[src/rtl/fp_mul_pipe_if.sv]
// Operand/result handshake bundle for fp_mul_pipe.
//   in_valid/in_ready  : operand pair handshake (in_a, in_b)
//   out_valid/out_ready: result handshake (out_c, out_flags = {invalid, overflow, underflow})
// master = producer/consumer side, slave = the multiplier.
interface fp_mul_pipe_if #(
   parameter int unsigned EXP_W = 8,
   parameter int unsigned MAN_W = 23
);
   localparam int unsigned W = 1 + EXP_W + MAN_W;

   logic         in_valid;
   logic         in_ready;
   logic [W-1:0] in_a;
   logic [W-1:0] in_b;
   logic         out_valid;
   logic         out_ready;
   logic [W-1:0] out_c;
   logic [2:0]   out_flags;

   modport master (
      output in_valid, in_a, in_b, out_ready,
      input  in_ready, out_valid, out_c, out_flags
   );

   modport slave (
      input  in_valid, in_a, in_b, out_ready,
      output in_ready, out_valid, out_c, out_flags
   );
endinterface

[src/rtl/fp_mul_pipe.sv]
// Three-stage pipelined floating-point multiplier (binary32 by default).
// Round-to-nearest-even, subnormals flushed to zero, canonical qNaN.
//   clk   : rising-edge clock
//   rst_n : asynchronous reset, active low
//   bus   : fp_mul_pipe_if.slave (in_valid/in_ready/in_a/in_b, out_valid/out_ready/out_c/out_flags)
// Stages: S1 classify + exponent sum, S2 mantissa product, S3 normalise/round/pack.
// The whole pipe advances together whenever the output register is free or being drained.
module fp_mul_pipe #(
   parameter int unsigned EXP_W = 8,
   parameter int unsigned MAN_W = 23
) (
   input  logic         clk,
   input  logic         rst_n,
   fp_mul_pipe_if.slave bus
);

   localparam int unsigned W    = 1 + EXP_W + MAN_W;
   localparam int unsigned EW   = EXP_W + 2;
   localparam int unsigned SW   = MAN_W + 1;
   localparam int unsigned PW   = 2 * MAN_W + 2;
   localparam int unsigned BIAS = (1 << (EXP_W - 1)) - 1;
   localparam int unsigned EMAX = (1 << EXP_W) - 1;

   // Operand class summary carried down the pipe; result precedence is nan > inf > zero.
   typedef struct packed {
      logic nan;
      logic inv;
      logic inf;
      logic zero;
   } cls_t;

   logic          adv_c;

   logic          v1_q,     v1_d;
   logic          sign1_q,  sign1_d;
   logic [EW-1:0] exp1_q,   exp1_d;
   logic [SW-1:0] ma1_q,    ma1_d;
   logic [SW-1:0] mb1_q,    mb1_d;
   cls_t          cls1_q,   cls1_d;

   logic          v2_q,     v2_d;
   logic          sign2_q,  sign2_d;
   logic [EW-1:0] exp2_q,   exp2_d;
   logic [PW-1:0] prod2_q,  prod2_d;
   cls_t          cls2_q,   cls2_d;

   logic          out_valid_q, out_valid_d;
   logic [W-1:0]  out_c_q,     out_c_d;
   logic [2:0]    out_flags_q, out_flags_d;

   logic [EXP_W-1:0] a_exp, b_exp;
   logic [MAN_W-1:0] a_frac, b_frac;
   logic             a_zero, b_zero, a_inf, b_inf, a_nan, b_nan;

   logic             msb;
   logic [MAN_W-1:0] frac_n;
   logic             guard, sticky, rnd;
   logic [EW-1:0]    exp_n, exp_r;
   logic [SW-1:0]    mant_r;
   logic             ovf, unf;

   assign adv_c         = ~out_valid_q | bus.out_ready;
   assign bus.in_ready  = adv_c;
   assign bus.out_valid = out_valid_q;
   assign bus.out_c     = out_c_q;
   assign bus.out_flags = out_flags_q;

   // Next-state for all three stages; every register holds when the pipe is stalled.
   always_comb begin
      v1_d        = v1_q;
      sign1_d     = sign1_q;
      exp1_d      = exp1_q;
      ma1_d       = ma1_q;
      mb1_d       = mb1_q;
      cls1_d      = cls1_q;
      v2_d        = v2_q;
      sign2_d     = sign2_q;
      exp2_d      = exp2_q;
      prod2_d     = prod2_q;
      cls2_d      = cls2_q;
      out_valid_d = out_valid_q;
      out_c_d     = out_c_q;
      out_flags_d = out_flags_q;

      // S1: unpack and classify
      a_exp  = bus.in_a[W-2 -: EXP_W];
      b_exp  = bus.in_b[W-2 -: EXP_W];
      a_frac = bus.in_a[MAN_W-1:0];
      b_frac = bus.in_b[MAN_W-1:0];
      a_zero = (a_exp == '0);
      b_zero = (b_exp == '0);
      a_nan  = (&a_exp) & (|a_frac);
      b_nan  = (&b_exp) & (|b_frac);
      a_inf  = (&a_exp) & ~(|a_frac);
      b_inf  = (&b_exp) & ~(|b_frac);

      // S3: normalise by at most one place, then round to nearest even
      msb    = prod2_q[PW-1];
      frac_n = msb ? prod2_q[PW-2 -: MAN_W] : prod2_q[PW-3 -: MAN_W];
      guard  = msb ? prod2_q[PW-2-MAN_W]    : prod2_q[PW-3-MAN_W];
      sticky = msb ? (|prod2_q[PW-3-MAN_W:0]) : (|prod2_q[PW-4-MAN_W:0]);
      exp_n  = exp2_q + EW'(msb);
      rnd    = guard & (sticky | frac_n[0]);
      mant_r = {1'b0, frac_n} + SW'(rnd);
      // A rounding carry leaves the fraction bits at zero, so only the exponent moves.
      exp_r  = exp_n + EW'(mant_r[MAN_W]);
      ovf    = $signed(exp_r) >= $signed(EW'(EMAX));
      unf    = exp_r[EW-1] | (exp_r == '0);

      if (adv_c) begin
         v1_d        = bus.in_valid;
         sign1_d     = bus.in_a[W-1] ^ bus.in_b[W-1];
         exp1_d      = EW'(a_exp) + EW'(b_exp) - EW'(BIAS);
         ma1_d       = {1'b1, a_frac};
         mb1_d       = {1'b1, b_frac};
         cls1_d.nan  = a_nan | b_nan | (a_inf & b_zero) | (a_zero & b_inf);
         cls1_d.inv  = ~(a_nan | b_nan) & ((a_inf & b_zero) | (a_zero & b_inf));
         cls1_d.inf  = a_inf | b_inf;
         cls1_d.zero = a_zero | b_zero;

         v2_d    = v1_q;
         sign2_d = sign1_q;
         exp2_d  = exp1_q;
         prod2_d = PW'(ma1_q) * PW'(mb1_q);
         cls2_d  = cls1_q;

         out_valid_d = v2_q;
         if (cls2_q.nan) begin
            out_c_d     = {1'b0, {EXP_W{1'b1}}, 1'b1, {(MAN_W-1){1'b0}}};
            out_flags_d = {cls2_q.inv, 2'b00};
         end else if (cls2_q.inf) begin
            out_c_d     = {sign2_q, {EXP_W{1'b1}}, {MAN_W{1'b0}}};
            out_flags_d = 3'b000;
         end else if (cls2_q.zero) begin
            out_c_d     = {sign2_q, {(W-1){1'b0}}};
            out_flags_d = 3'b000;
         end else if (ovf) begin
            out_c_d     = {sign2_q, {EXP_W{1'b1}}, {MAN_W{1'b0}}};
            out_flags_d = 3'b010;
         end else if (unf) begin
            out_c_d     = {sign2_q, {(W-1){1'b0}}};
            out_flags_d = 3'b001;
         end else begin
            out_c_d     = {sign2_q, exp_r[EXP_W-1:0], mant_r[MAN_W-1:0]};
            out_flags_d = 3'b000;
         end
      end
   end

   // Pipeline registers
   always_ff @(posedge clk or negedge rst_n) begin
      if (!rst_n) begin
         v1_q        <= 1'b0;
         sign1_q     <= 1'b0;
         exp1_q      <= '0;
         ma1_q       <= '0;
         mb1_q       <= '0;
         cls1_q      <= '0;
         v2_q        <= 1'b0;
         sign2_q     <= 1'b0;
         exp2_q      <= '0;
         prod2_q     <= '0;
         cls2_q      <= '0;
         out_valid_q <= 1'b0;
         out_c_q     <= '0;
         out_flags_q <= '0;
      end else begin
         v1_q        <= v1_d;
         sign1_q     <= sign1_d;
         exp1_q      <= exp1_d;
         ma1_q       <= ma1_d;
         mb1_q       <= mb1_d;
         cls1_q      <= cls1_d;
         v2_q        <= v2_d;
         sign2_q     <= sign2_d;
         exp2_q      <= exp2_d;
         prod2_q     <= prod2_d;
         cls2_q      <= cls2_d;
         out_valid_q <= out_valid_d;
         out_c_q     <= out_c_d;
         out_flags_q <= out_flags_d;
      end
   end

endmodule
[src/flat_wrapper.sv]
// flat-port wrapper written by rule: the top's interface ports become plain ports
module fp_mul_pipe_flat 
#(
   parameter int unsigned EXP_W = 8,
   parameter int unsigned MAN_W = 23
)
  (clk, rst_n, bus_in_valid, bus_in_a, bus_in_b, bus_out_ready, bus_in_ready, bus_out_valid, bus_out_c, bus_out_flags);
  fp_mul_pipe_if #(.EXP_W(EXP_W), .MAN_W(MAN_W)) bus_i ();
  input  logic clk;
  input  logic rst_n;
  input wire logic [$bits(bus_i.in_valid)-1:0] bus_in_valid;
  input wire logic [$bits(bus_i.in_a)-1:0] bus_in_a;
  input wire logic [$bits(bus_i.in_b)-1:0] bus_in_b;
  input wire logic [$bits(bus_i.out_ready)-1:0] bus_out_ready;
  output wire logic [$bits(bus_i.in_ready)-1:0] bus_in_ready;
  output wire logic [$bits(bus_i.out_valid)-1:0] bus_out_valid;
  output wire logic [$bits(bus_i.out_c)-1:0] bus_out_c;
  output wire logic [$bits(bus_i.out_flags)-1:0] bus_out_flags;
  assign bus_i.in_valid = bus_in_valid;
  assign bus_i.in_a = bus_in_a;
  assign bus_i.in_b = bus_in_b;
  assign bus_i.out_ready = bus_out_ready;
  assign bus_in_ready = bus_i.in_ready;
  assign bus_out_valid = bus_i.out_valid;
  assign bus_out_c = bus_i.out_c;
  assign bus_out_flags = bus_i.out_flags;
  fp_mul_pipe #(.EXP_W(EXP_W), .MAN_W(MAN_W)) u_core (.clk(clk), .rst_n(rst_n), .bus(bus_i));
endmodule
[config.mk]
export PLATFORM = sky130hd
export DESIGN_NAME = fp_mul_pipe_flat
export DESIGN_NICKNAME = d
export VERILOG_FILES = /design/src/rtl/fp_mul_pipe_if.sv /design/src/rtl/fp_mul_pipe.sv /design/src/flat_wrapper.sv
export SDC_FILE = /design/constraint.sdc
export NUM_CORES = 2
export LEC_CHECK = 0
export CORE_UTILIZATION = 64
export CTS_CLUSTER_SIZE = 30
export DETAILED_ROUTE_END_ITERATION = 7
export HOLD_SLACK_MARGIN = 0.08
export PLACE_DENSITY = 0.87
export SYNTH_ARGS = -nofsm -noshare
export SYNTH_HDL_FRONTEND = slang
export SYNTH_SLANG_ARGS = --single-unit
[constraint.sdc]
create_clock -name clk -period 7.6 [get_ports clk]
set_clock_uncertainty 0.15 [all_clocks]
set_input_delay 1.52 -clock clk [delete_from_list [all_inputs] [get_ports clk]]
set_output_delay 1.52 -clock clk [all_outputs]
set_load 0.02 [all_outputs]
==> flow_metrics.py <==
metrics = {
    "placed_design": {
        "post-dp-hpwl_um": 57500,
        "port_buffers": 104,
        "place_inst": 3605,
        "gp_congestion": 0.924,
    },
    "setup_path": {
        "crit_path_max_fanout": 19,
        "crit_top_cell": "fa_1",
        "slowest_stage": "dfrtp_1",
        "cp.required_ps": 7810,
        "r2r_setup_slack_ps": 270,
        "critPathLaunchType": "register",
        "r2r_cells": 20,
        "cp-startpoint": "u_core.mb1_q[18]",
        "reg2reg_from": "u_core.mb1_q[18]",
        "cp-endpoint": "u_core.prod2_q[41]",
        "arrival_ps": 7530,
        "worstPathCellList": "nand2_1, fa_1, inv_1, fa_1, fa_1, fa_1, fa_1, fa_1, inv_1, fa_1, inv_1, ha_1, a21o_1, o21bai_1, or3_1, nor4_2, o21ai_1, a31oi_1, xor2_1, o21ai_1",
        "cp_slowest_stage_delay_ps": 930,
        "reg2reg_to": "u_core.prod2_q[41]",
        "cp-end-kind": "register",
        "worstSetupPathType": "register to register",
    },
    "global_route": {
        "grt_remaining_overflow": 0,
        "grt_pass1_wl_um": 118000,
        "antenna_found_initial": 2,
        "grt_max_degree": 95,
        "grt_pass1_vias": 23000,
        "track_usage_pct": 35.4,
    },
    "finish": {
        "n_fill_cell": 3029,
        "nets": 3829,
        "final_common_cell": "nand2_1",
        "drive_gt1_share_pct": 4.80,
        "final_cells": 3639,
        "final_cell_mix": "nand2_1 (597), inv_1 (556), fa_1 (484)",
        "syn_to_final_growth_pct": 8.07,
    },
    "sta": {
        "period_needed_ps": 7330,
        "worst_slew_pin_slew_ps": 1090,
        "hold_viol_final": 0,
        "fin_setup_tns_ps": 0,
        "fmax_mhz": 136,
        "maxSlewViolCount": 0,
        "slew_headroom_pct": 27.6,
        "finalSetupViolations": 0,
        "period_share_pct": 96.4,
        "rsz0062_at_grt": "no",
    },
    "floorplan": {
        "die_h_um": 208,
        "fp.coreArea_mm2": 0.0413,
        "die_x_um": 208,
        "start_util_pct": 65.6,
        "pin_count": 105,
        "rows": 74,
        "die_area_mm2": 0.0431,
    },
    "synthesis": {
        "synth_top_area_share_pct": 35.8,
        "yosys.area.top_type": "fa_1",
        "avgSynthCellArea_um2": 8.81,
        "postSynthCellCount": 3072,
        "synth_mux_area_share_pct": 0.716,
        "synth_area_leaders": "fa_1 (36%), dfrtp_1 (15%), ha_1 (8.5%), nand2_1 (8.3%), inv_1 (7.7%)",
        "synth_edf_count": 0,
        "synthXorXnorAreaFrac_pct": 2.81,
        "synth.distinct_cells": 75,
        "syn-num-nets": 3809,
        "synth_area_mm2": 0.0271,
        "ys_seq_elements": 163,
        "synthSimpleGateAreaFrac_pct": 20.0,
        "ys_warn_count": 0,
        "ys.flop_type": "dfrtp_1",
        "synth_compound_area_share_pct": 6.94,
        "synth_top_family_by_area": "adder cells",
        "ys_seq_area_share_pct": 15.1,
        "yosys.area_share.adder_pct": 44.3,
        "async_flop_share_pct": 100,
    },
    "worst_hold_path": {
        "hp-class": "register to register",
        "min_path_cells": 2,
        "worstHoldStart": "u_core.exp1_q[2]",
    },
    "routing": {
        "viasPerCell": 5.91,
        "drt_first_iter_violations": 1974,
        "ant_nets": 0,
        "firstDrtPassIters": 6,
        "wl_per_cell_um": 19.8,
        "vias": 21500,
        "drc": 0,
        "routed_wl_um": 72000,
    },
    "clock_network": {
        "cts.sink_count": 163,
        "h-tree-depth": 4,
        "cts_root_buffer": "clkbuf_16",
        "post-cts-setup-buffers": 0,
        "cts.repair.resized": 0,
        "clk_latency_ps": 510,
        "hold_buffers": 0,
        "cts_tree": "done",
        "clk_pin_slew_ps": 80,
        "cts_inserted_buffers": 17,
        "clockBufferDepth": 2,
    },
    "run_status": {
        "status": "finished, final reports clean",
    },
    "run": {
        "cap_viol_max_count": 0,
    },
}
## per-stage QoR
| step | util (%) | worst slack, ps | cell area, µm² | hold slack [ps] |
|---|---|---|---|---|
| 2_1_floorplan | - | 930 | 27100 | 280 |
| 3_3_place_gp | 69.3 | 444 | 28600 | 298 |
| 3_5_place_dp | 69.3 | 284 | 28600 | 306 |
| 4_1_cts | 70.8 | 275 | 29200 | 323 |
| 5_1_grt | 70.8 | 7.11 | 29300 | 335 |
| 6_report | 70.9 | 272 | 29300 | 325 |
## cell usage after synthesis, types with 12 or more instances
master,count
ha_1,185
nand2_1,597
inv_1,557
o21ai_1,12
nor2_1,86
nor4_1,29
dfrtp_1,163
nor2b_1,12
xnor2_1,55
nand4_1,23
nand3_1,22
a22o_1,22
fa_1,484
o21ai_0,45
and2_1,295
a21o_1,32
o21bai_1,12
clkbuf_1,151
mux2i_1,16
nor3_1,15
xor2_1,32
a21oi_1,98
## critical path: cells and delay by family (launching register included)
family	cells	cell delay [ps]
simple gates	3	810
buf+inv	3	150
fa+ha+maj	8	3900
flops	1	930
compound gates	5	990
xor+xnor	1	230
## cell type report
cell class	instances	area, µm²	area share (%)
clock buffers	18	439	1.50
clock inverters	14	180	0.616
inverters	557	2090	7.15
flip-flops and latches	163	4110	14.0
well taps	532	666	2.27
multi-input cells	2188	20300	69.3
repair buffers	165	1500	5.13
diodes	2	5.00	0.0171
## how the worst min path moves through the flow
stage	slack [ps]	to
after floorplan	280	u_core.v2_q
after global placement	300	u_core.exp2_q[8]
after detailed placement	310	u_core.v2_q
after CTS	320	u_core.v2_q
after global routing	330	u_core.bus.out_valid
final	320	u_core.exp2_q[2]
## logic make-up (layout without fill, tap and decap cells)
| group | Yosys count | in the layout |
|---|---|---|
| AO/OA/AOI/OAI | 283 | 283 |
| flip-flops | 163 | 163 |
| buffers and inverters | 721 | 754 |
| adder cells (fa/ha/maj) | 669 | 669 |
| XOR/XNOR | 87 | 87 |
| multiplexers | 19 | 19 |
| AND/OR/NAND/NOR | 1130 | 1130 |
| other | 0 | 2 |
## state kept, by name (all words and copies together), names as in the netlist, 3 cells and up
| signal | cells |
|---|---|
| u_core.mb1_q | 24 |
| u_core.ma1_q | 23 |
| u_core.bus.out_c | 32 |
| u_core.cls1_q | 4 |
| u_core.exp2_q | 10 |
| u_core.exp1_q | 10 |
| u_core.prod2_q | 48 |
| u_core.bus.out_flags | 3 |
| u_core.cls2_q | 4 |
## layer usage
layer,up-vias,share of wire (%),global-route usage (%)
met5,-,0,0
met3,283,7.2,6.05
met2,1033,50,59.9
met4,0,6.3,20.8
met1,10800,37,42.8
li1,9382,-,-
Power is not shown: default switching activity piles up to over one toggle a cycle in this logic, so the estimate is an artifact.
